**src/rtl/uart_rx_fifo.sv**
```systemverilog
// UART receiver (8N1, or 8E1 with UART_RX_PARITY_EN) feeding an 8-deep FWFT FIFO; a byte is visible the cycle after its stop sample.
// No backpressure on rx itself: rts asks the host to pause, and bytes arriving while the FIFO is full are dropped and flagged in overrun.
module uart_rx_fifo #(
    parameter int CLKS_PER_BIT  = 64,
    parameter int DEPTH_LOG2    = 3,
    parameter int RTS_THRESHOLD = 6
) (
    input  logic                  clk,
    input  logic                  rst,
    input  logic                  rx,
    output logic                  rts,
    input  logic                  rd_en,
    output logic [7:0]            rd_data,
    output logic                  empty,
    output logic [DEPTH_LOG2:0]   count,
    output logic                  overrun,
    output logic                  frame_err,
    input  logic                  clr_err
);

    localparam int DEPTH = 1 << DEPTH_LOG2;
    localparam int CW    = DEPTH_LOG2 + 1;
    localparam int BCW   = $clog2(CLKS_PER_BIT);
    localparam logic [BCW-1:0] BIT_LAST  = BCW'(CLKS_PER_BIT - 1);
    localparam logic [BCW-1:0] HALF_LAST = BCW'(CLKS_PER_BIT / 2 - 1);
    localparam logic [CW-1:0]  FULL_CNT  = CW'(DEPTH);
    localparam logic [CW-1:0]  RTS_TH    = CW'(RTS_THRESHOLD);

`ifdef UART_RX_PARITY_EN
    typedef enum logic [2:0] {S_IDLE, S_START, S_DATA, S_PARITY, S_STOP, S_WAIT_IDLE} state_t;
`else
    typedef enum logic [2:0] {S_IDLE, S_START, S_DATA, S_STOP, S_WAIT_IDLE} state_t;
`endif

    state_t                 state_q;
    logic                   rx_meta_q, rx_sync_q;
    logic                   armed_q;
    logic [BCW-1:0]         baud_q;
    logic [2:0]             bit_idx_q;
    logic [7:0]             shift_q;
    logic                   frame_err_q;
    logic                   baud_done, push;

    logic [7:0]             mem_q [DEPTH];
    logic [DEPTH_LOG2-1:0]  wr_ptr_q, rd_ptr_q;
    logic [CW-1:0]          count_q, count_d;
    logic                   overrun_q, overrun_d, rts_q;
    logic                   do_push, do_pop;

    // Synchronizer resets low so a line must actually be seen high before arming.
    always_ff @(posedge clk or posedge rst) begin
        if (rst) begin
            rx_meta_q <= 1'b0;
            rx_sync_q <= 1'b0;
        end else begin
            rx_meta_q <= rx;
            rx_sync_q <= rx_meta_q;
        end
    end

    assign baud_done = (baud_q == BIT_LAST);
    assign push      = (state_q == S_STOP) && baud_done && rx_sync_q;

    always_ff @(posedge clk or posedge rst) begin
        if (rst) begin
            state_q     <= S_IDLE;
            armed_q     <= 1'b0;
            baud_q      <= '0;
            bit_idx_q   <= '0;
            shift_q     <= '0;
            frame_err_q <= 1'b0;
        end else begin
            frame_err_q <= 1'b0;
            case (state_q)
                S_IDLE: begin
                    baud_q <= '0;
                    if (rx_sync_q)
                        armed_q <= 1'b1;
                    else if (armed_q)
                        state_q <= S_START;
                end
                S_START: begin
                    if (baud_q == HALF_LAST) begin
                        baud_q    <= '0;
                        bit_idx_q <= '0;
                        state_q   <= rx_sync_q ? S_IDLE : S_DATA;
                    end else begin
                        baud_q <= baud_q + 1'b1;
                    end
                end
                S_DATA: begin
                    if (baud_done) begin
                        baud_q    <= '0;
                        shift_q   <= {rx_sync_q, shift_q[7:1]};
                        bit_idx_q <= bit_idx_q + 1'b1;
`ifdef UART_RX_PARITY_EN
                        if (bit_idx_q == 3'd7) state_q <= S_PARITY;
`else
                        if (bit_idx_q == 3'd7) state_q <= S_STOP;
`endif
                    end else begin
                        baud_q <= baud_q + 1'b1;
                    end
                end
`ifdef UART_RX_PARITY_EN
                S_PARITY: begin
                    if (baud_done) begin
                        baud_q <= '0;
                        if (rx_sync_q ^ (^shift_q)) begin
                            frame_err_q <= 1'b1;
                            state_q     <= S_WAIT_IDLE;
                        end else begin
                            state_q <= S_STOP;
                        end
                    end else begin
                        baud_q <= baud_q + 1'b1;
                    end
                end
`endif
                S_STOP: begin
                    if (baud_done) begin
                        baud_q <= '0;
                        // Good stop returns half a bit early so a back-to-back start edge is not missed.
                        if (rx_sync_q) begin
                            state_q <= S_IDLE;
                        end else begin
                            frame_err_q <= 1'b1;
                            state_q     <= S_WAIT_IDLE;
                        end
                    end else begin
                        baud_q <= baud_q + 1'b1;
                    end
                end
                S_WAIT_IDLE: begin
                    if (rx_sync_q) state_q <= S_IDLE;
                end
                default: state_q <= S_IDLE;
            endcase
        end
    end

    // A pop in the same cycle frees the slot, so a push into a full FIFO is still accepted.
    always_comb begin
        do_pop    = rd_en && (count_q != '0);
        do_push   = push && ((count_q != FULL_CNT) || do_pop);
        count_d   = count_q;
        if (do_push && !do_pop)
            count_d = count_q + CW'(1);
        else if (!do_push && do_pop)
            count_d = count_q - CW'(1);
        overrun_d = overrun_q;
        if (push && !do_push)
            overrun_d = 1'b1;
        else if (clr_err)
            overrun_d = 1'b0;
    end

    always_ff @(posedge clk or posedge rst) begin
        if (rst) begin
            for (int i = 0; i < DEPTH; i++) mem_q[i] <= '0;
            wr_ptr_q  <= '0;
            rd_ptr_q  <= '0;
            count_q   <= '0;
            overrun_q <= 1'b0;
            rts_q     <= 1'b0;
        end else begin
            if (do_push) begin
                mem_q[wr_ptr_q] <= shift_q;
                wr_ptr_q        <= wr_ptr_q + 1'b1;
            end
            if (do_pop) rd_ptr_q <= rd_ptr_q + 1'b1;
            count_q   <= count_d;
            overrun_q <= overrun_d;
            rts_q     <= (count_q >= RTS_TH);
        end
    end

    assign rd_data   = mem_q[rd_ptr_q];
    assign empty     = (count_q == '0);
    assign count     = count_q;
    assign overrun   = overrun_q;
    assign frame_err = frame_err_q;
    assign rts       = rts_q;

endmodule
```
**config.mk**
```make
export PLATFORM = sky130hd
export DESIGN_NAME = uart_rx_fifo
export DESIGN_NICKNAME = d
export VERILOG_FILES = /design/src/rtl/uart_rx_fifo.sv
export SDC_FILE = /design/constraint.sdc
export NUM_CORES = 1
export LEC_CHECK = 0
export CORE_ASPECT_RATIO = 0.9
export CORE_MARGIN = 4
export CORE_UTILIZATION = 40
export DETAILED_ROUTE_END_ITERATION = 8
export REMOVE_ABC_BUFFERS = 1
export SETUP_SLACK_MARGIN = 0.3
export SLEW_MARGIN = 10
export SYNTH_ARGS = -nofsm -noshare
export SYNTH_HDL_FRONTEND = slang
export SYNTH_SLANG_ARGS = --single-unit
```
**constraint.sdc**
```tcl
create_clock -name clk -period 5.15 [get_ports clk]
set_clock_uncertainty 0.05 [all_clocks]
set_input_delay 0.7725 -clock clk [delete_from_list [all_inputs] [get_ports clk]]
set_output_delay 0.7725 -clock clk [all_outputs]
set_load 0.005 [all_outputs]
```
==> metrics, run 1 <==
Die Span X ~120 um; total power 2030 uW; flop-to-flop setup slack ~1900 ps; Peak supply drop about 240 uV; Vias/cell 5.26; Buf/Inv on CP 1; Mapped Cells approximately 340; vias in the first global route about 2800; top_reg_cell synth dfrtp_1; Setup-failing EPs final 0; Critical path origin rd_ptr_q[0]$_DFFE_PP0P_; root buffer cell clkbuf_16; Via Count around 2700; # diodes 0; layout cells sized above 1 33.9%; die area roughly 14000 um^2; CTS tree done; pin count of the biggest net entering global routing 76; CTS H-tree depth 3; Crit Path Category reg2out; Starting Density 41.1%; dpl ws 1660 ps; total track usage between 10% and 20%; sequential share of the synthesized area approximately 53%; R2R Path End count[3]$_DFFE_PP0P_; WP data arrival approximately 2800 ps; Syn Area/Cell between 10 and 15 um^2; Port Buffers 20; core area approximately 11000 um^2; hold_sp rx_meta_q$_DFF_PP0_; Worst Tran Pin Value around 1100 ps; WL final 8.99 mm; slew margin rel. a little over a quarter; drt initial violations 120; slowest CP cell dfrtp_1; RSZ-0062 raised after global routing no; static leakage roughly 0.0025 uW; clk_lat worst skew 330 ps; gpl congestion 0.770; FF+latch count, synth 100; min Tclk post-route 3580 ps; Async S/R FF share, synth 100%; first-pass GRT wire length 15.0 mm; Req. time, crit path approximately 4300 ps; Cell Chain, Critical Path mux4_2, mux2_2, clkdlybuf4s50_1; I/O Pins 21; CP delay by family, top flip-flops; fin area between 5000 and 6000 um^2; YS warnings 0; # resized after CTS 0; synth-to-layout area growth 12.9%; Finished Layout Cells slightly above 500; PwrDens roughly 380 nW/um^2; fin worst setup slack about 1600 ps; Final HPWL DP between 5 and 6 mm; # rows 37; drt first pass iters 4; nets between 300 and 400; Post-synth EDFFs 0; cell area after placement between 5000 and 6000 um^2; clk sinks 100; max cap viols 0; Setup TNS Final 0 ps; critical path peak fanout 17; Post-DRT Antenna Nets 0; Worst-path clk slew 70 ps; hold crit path type reg2reg; detailed-route DRC error count 0; period utilization between 60% and 70%; Wirelength per Cell 17.6 um; area leader, netlist dfrtp_1; Min-Delay Path Depth 0; TritonCTS Buffers 9; initial antenna violation count 0; Yosys top cell area share a little over half; Critical Path Start Type register; Slew Limit Fails 0; global route total overflow 0; number of buffers added for setup after CTS 0; hold buffers post-CTS 0; f_max 279 MHz; clock buffer depth 2; status finished, final reports clean; R2R cell count 11; synth top area cells dfrtp_1 53%, mux2_2 18%, mux4_2 7.7%; Mapped Area 4700 um^2; Placed Cells slightly below 500; Die H around 110 um; FF-to-FF Start baud_q[0]$_DFFE_PP0P_; distinct cell type count after synthesis 44; hold endpoint rx_sync_q$_DFF_PP0_; endpoints failing hold 0; Setup crit end kind primary output; delay of the slowest cell on the worst path 1070 ps
[stage by stage]
step	hold slack (ps)	utilization, %
global placement	288	43.9
CTS	308	46.4
global route	308	46.4
finish	305	46.4
detailed placement	291	43.9
floorplan	281	-
[placed cells by master, fill, tap and decap left out, drive strengths merged, types with 3 or more instances in the layout]
cell type	synthesis	layout
clkbuf	7	10
a22o	3	3
or3	3	3
mux2	84	84
nor3	6	6
inv	8	11
mux4	16	16
a21oi	6	6
nand3	9	9
nor2	10	10
dfrtp	100	100
o21ai	11	11
and3	3	3
ha	8	8
nor2b	3	3
clkdlybuf4s50	0	20
nor4	3	3
xnor2	6	6
nand2	16	16
[worst max path at each step]
stage	to	cells after the start
2_1_floorplan	armed_q$_DFFE_PP0P_	1
3_3_place_gp	count[3]$_DFFE_PP0P_	11
3_5_place_dp	count[3]$_DFFE_PP0P_	11
4_1_cts	rd_data[6]	3
5_1_grt	rd_data[6]	3
6_report	rd_data[6]	3
[cells by family after synthesis]
group | count (synthesis) | share of synthesized area (%)
multiplexers | 102 | 28.2
flip-flops | 100 | 53.3
AND/OR/NAND/NOR | 60 | 7.38
adder cells (fa/ha/maj) | 9 | 2.56
XOR/XNOR | 7 | 1.31
AO/OA/AOI/OAI | 30 | 4.64
buffers and inverters | 30 | 2.58
[cells in the mapped netlist, drive strengths merged, types with 2 or more instances]
cell type	number
nor4	3
clkbuf	7
ha	8
nor2	10
a21o	2
dfrtp	100
and3	3
a2111oi	2
nor2b	3
o21ai	11
mux4	16
nor3	6
or3	3
nor3b	2
mux2	84
a22o	3
xnor2	6
nand2	16
buf	15
inv	8
nand4	2
mux2i	2
a21oi	6
nand3	9
[power breakdown]
part	total [uW]	internal, uW	switching, uW
clock	643	338	305
sequential	1030	846	181
combinational	361	215	146
[registers in the layout (all words and copies together), names as in the netlist, 3 cells and up]
register,flops
bit_idx_q,3
count,4
baud_q,6
rd_ptr_q,3
mem_q,64
wr_ptr_q,3
state_q,3
shift_q,8
[per-layer routing]
metal | part of all wire, % | global-route usage (%)
met5 | 0 | 0
met4 | 1.0 | 4.18
met3 | 1.8 | 2.35
met2 | 49 | 22.1
met1 | 48 | 20.6
[worst reg2reg max path: cells and delay by family, from the launching register on]
kind                       cells  cell delay, ps
DFF                            1             400
and+or+nand+nor                3             950
buffers and inverters          2             210
adders and majority gates      3             750
AOI/OAI and AO/OA              3             740
[layout make-up]
| class | instances | area (um^2) |
|---|---|---|
| fill | 1026 | 6130 |
| sequential | 100 | 2500 |
| multi-input combinational | 208 | 2070 |
| clock buffer | 10 | 229 |
| timing repair buffer | 22 | 215 |
| tap | 156 | 195 |
| clock inverter | 6 | 56.3 |
| inverter | 8 | 32.5 |
Power figures use the tool's default switching activity.
==> run 2: changes to the inputs <==
==> constraint.sdc (replaced) <==
create_clock -name clk -period 3.4 [get_ports clk]
set_clock_uncertainty 0.05 [all_clocks]
set_input_delay 0.51 -clock clk [delete_from_list [all_inputs] [get_ports clk]]
set_output_delay 0.51 -clock clk [all_outputs]
set_load 0.005 [all_outputs]
==> run 2 against run 1 <==
Final area rose by 2.5%. Sequential power up 46%. Register-to-register slack got worse by 1500 ps. Power up 58%. Global-route usage rose by 0.52 points. Critical path depth rose by 8. Clock-buffer cell count down 1. Worst setup slack got worse by 1100 ps. Sequential share of layout area shrank 1.1 points. Routed wire length grew 2.0%.
==> metrics, run 2 (synthesis results as in run 1) <==
# rows 37 (unchanged); f_max between 300 and 400 MHz; slowest CP cell clkdlybuf4s50_1; Peak supply drop 341 uV (+40%); CTS tree done; Post-DRT Antenna Nets 0 (unchanged); gpl congestion 0.784 (+1.8%); Port Buffers 20 (unchanged); Via Count 2752 (+2.5%); clk_lat worst skew 350 ps (+20 ps); most common cell after layout, fill and taps aside dfrtp_1; delay of the slowest cell on the worst path 440 ps (-630 ps); I/O Pins 21 (unchanged); flip-flop count of the largest register after layout 64 (unchanged); hold buffers post-CTS 0 (unchanged); nets 373 (+2.8%); vias in the first global route 2890 (+2.1%); Worst Tran Pin Value 683 ps (-415 ps); WL final 9.17 mm (+2.0%); Buf/Inv on CP 3 (+2); highest-count cells in the layout ignoring fill and taps 98 x dfrtp_1, 76 x mux2_2, 20 x clkdlybuf4s50_1, 16 x mux4_2, 14 x nand2_1; total track usage 14.7% (+0.52 points); static leakage 0.00251 uW (+2.5%); initial antenna violation count 0 (unchanged); root buffer cell clkbuf_16; PwrDens 590 nW/um^2 (+54%); fillcell total 1013 (-1.3%); RSZ-0062 raised after global routing yes; clk sinks 100 (unchanged); max cap viols 0 (unchanged); period utilization 86.5%; Worst-path clk slew 70 ps (about the same); drt first pass iters 4 (unchanged); Crit Path Category in2reg; Setup-failing EPs final 0 (unchanged); Setup TNS Final 0 ps (unchanged); WP data arrival 3100 ps (+340 ps); critical path peak fanout 5 (-12); Critical Path Start Type input pin; slew margin rel. 54.1% (+27 points); global route total overflow 0 (unchanged); biggest regs mem_q: 64 flops, shift_q: 8 flops, baud_q: 6 flops; Setup crit end kind register; pin count of the biggest net entering global routing 57 (-25%); final core occ 47.5% (+1.1 points); detailed-route DRC error count 0 (unchanged); clock buffer depth 2 (unchanged); Req. time, crit path 3560 ps (-770 ps); endpoints failing hold 0 (unchanged); layout cells sized above 1 37.1% (+3.2 points); CTS H-tree depth 3 (unchanged); TritonCTS Buffers 9 (unchanged); Final HPWL DP 5.89 mm (+3.7%); first-pass GRT wire length 15.3 mm (+1.9%); status finished, final reports clean; synth-to-layout area growth 15.7%; core area 11400 um^2 (unchanged); Cell Chain, Critical Path clkdlybuf4s50_1, nor2b_1, nand2_1, nand2_1, inv_1, ha_1, inv_1, ha_1, a21o_1, a2111oi_1, o31ai_1; Die Span X 122 um (unchanged); CP delay by family, top compound AO/OA/AOI/OAI gates; Slew Limit Fails 0 (unchanged); Die H 111 um (unchanged); min Tclk post-route 2940 ps; drt initial violations 177 (+48%); Wirelength per Cell 17.6 um (about the same); Top reg by flops mem_q; Starting Density 41.1% (unchanged); die area 13500 um^2 (unchanged); Vias/cell 5.29 (+0.56%); # diodes 0 (unchanged); hold crit path type reg2reg
## run 2: cell count changes in the layout (fill, tap and decap cells not counted), moves of 2 or more
cell      change
dfrtp_2       +2
inv_8         -2
clkinv_2      +2
dfrtp_1       -2
buf_4         +9
## run 2: final timing paths
| check | endpoint | start | cells after the start | slack (ps) |
|---|---|---|---|---|
| worst max-delay path | count[3]$_DFFE_PP0P_ | rd_en | 11 | 460 |
| worst min-delay path | rx_sync_q$_DFF_PP0_ | rx_meta_q$_DFF_PP0_ | 0 | 300 |
| worst max register to register | count[3]$_DFFE_PP0P_ | baud_q[0]$_DFFE_PP0P_ | 11 | 470 |
| worst min register to register | rx_sync_q$_DFF_PP0_ | rx_meta_q$_DFF_PP0_ | 0 | 300 |
| max in group asynchronous | rd_ptr_q[0]$_DFFE_PP0P_ | rst | 3 | 2050 |
| min in group asynchronous | mem_q[23]$_DFFE_PP0P_ | rst | 2 | 540 |
## run 2: stage by stage
stage | hold WS [ps] | setup slack, ps | cells | instance area (um^2) | power [uW]
after floorplan | 281 | 221 | 316 | 4600 | 1900
after global placement | 287 | 273 | 502 | 5090 | 2160
after detailed placement | 289 | 52.8 | 502 | 5090 | 2180
after CTS | 306 | 330 | 518 | 5420 | 3260
after global routing | 319 | 283 | 520 | 5430 | 3400
final | 302 | 459 | 520 | 5430 | 3200
## run 2: timing repair
| item | in CTS | in global routing |
|---|---|---|
| buffers inserted | 0 | 2 |
| setup endpoints to repair | 2 | 5 |
| pin swaps | 0 | 1 |
| resized for setup | 5 | 2 |
## run 2: final cells by class
class	count	area (um^2)	share of cell area, %
Sequential cell	100	2500	46.1
Multi-Input combinational cell	208	2100	38.6
Timing Repair Buffer	32	303	5.57
Clock buffer	9	225	4.14
Tap cell	156	195	3.59
Clock inverter	7	73.8	1.36
Inverter	8	32.5	0.599
## run 2: power breakdown
group	total, uW	switching [uW]	internal [uW]
Combinational	674	313	361
Clock	1030	458	574
Sequential	1500	212	1290
Total	3200	983	2220
## run 2: routing by layer
layer	share of wire, %	up-vias	track usage (%)
met2	48	39	22.8
li1	-	1280	-
met5	0	-	0
met4	1.2	0	5.07
met1	48	1425	20.5
met3	2.6	8	3.32
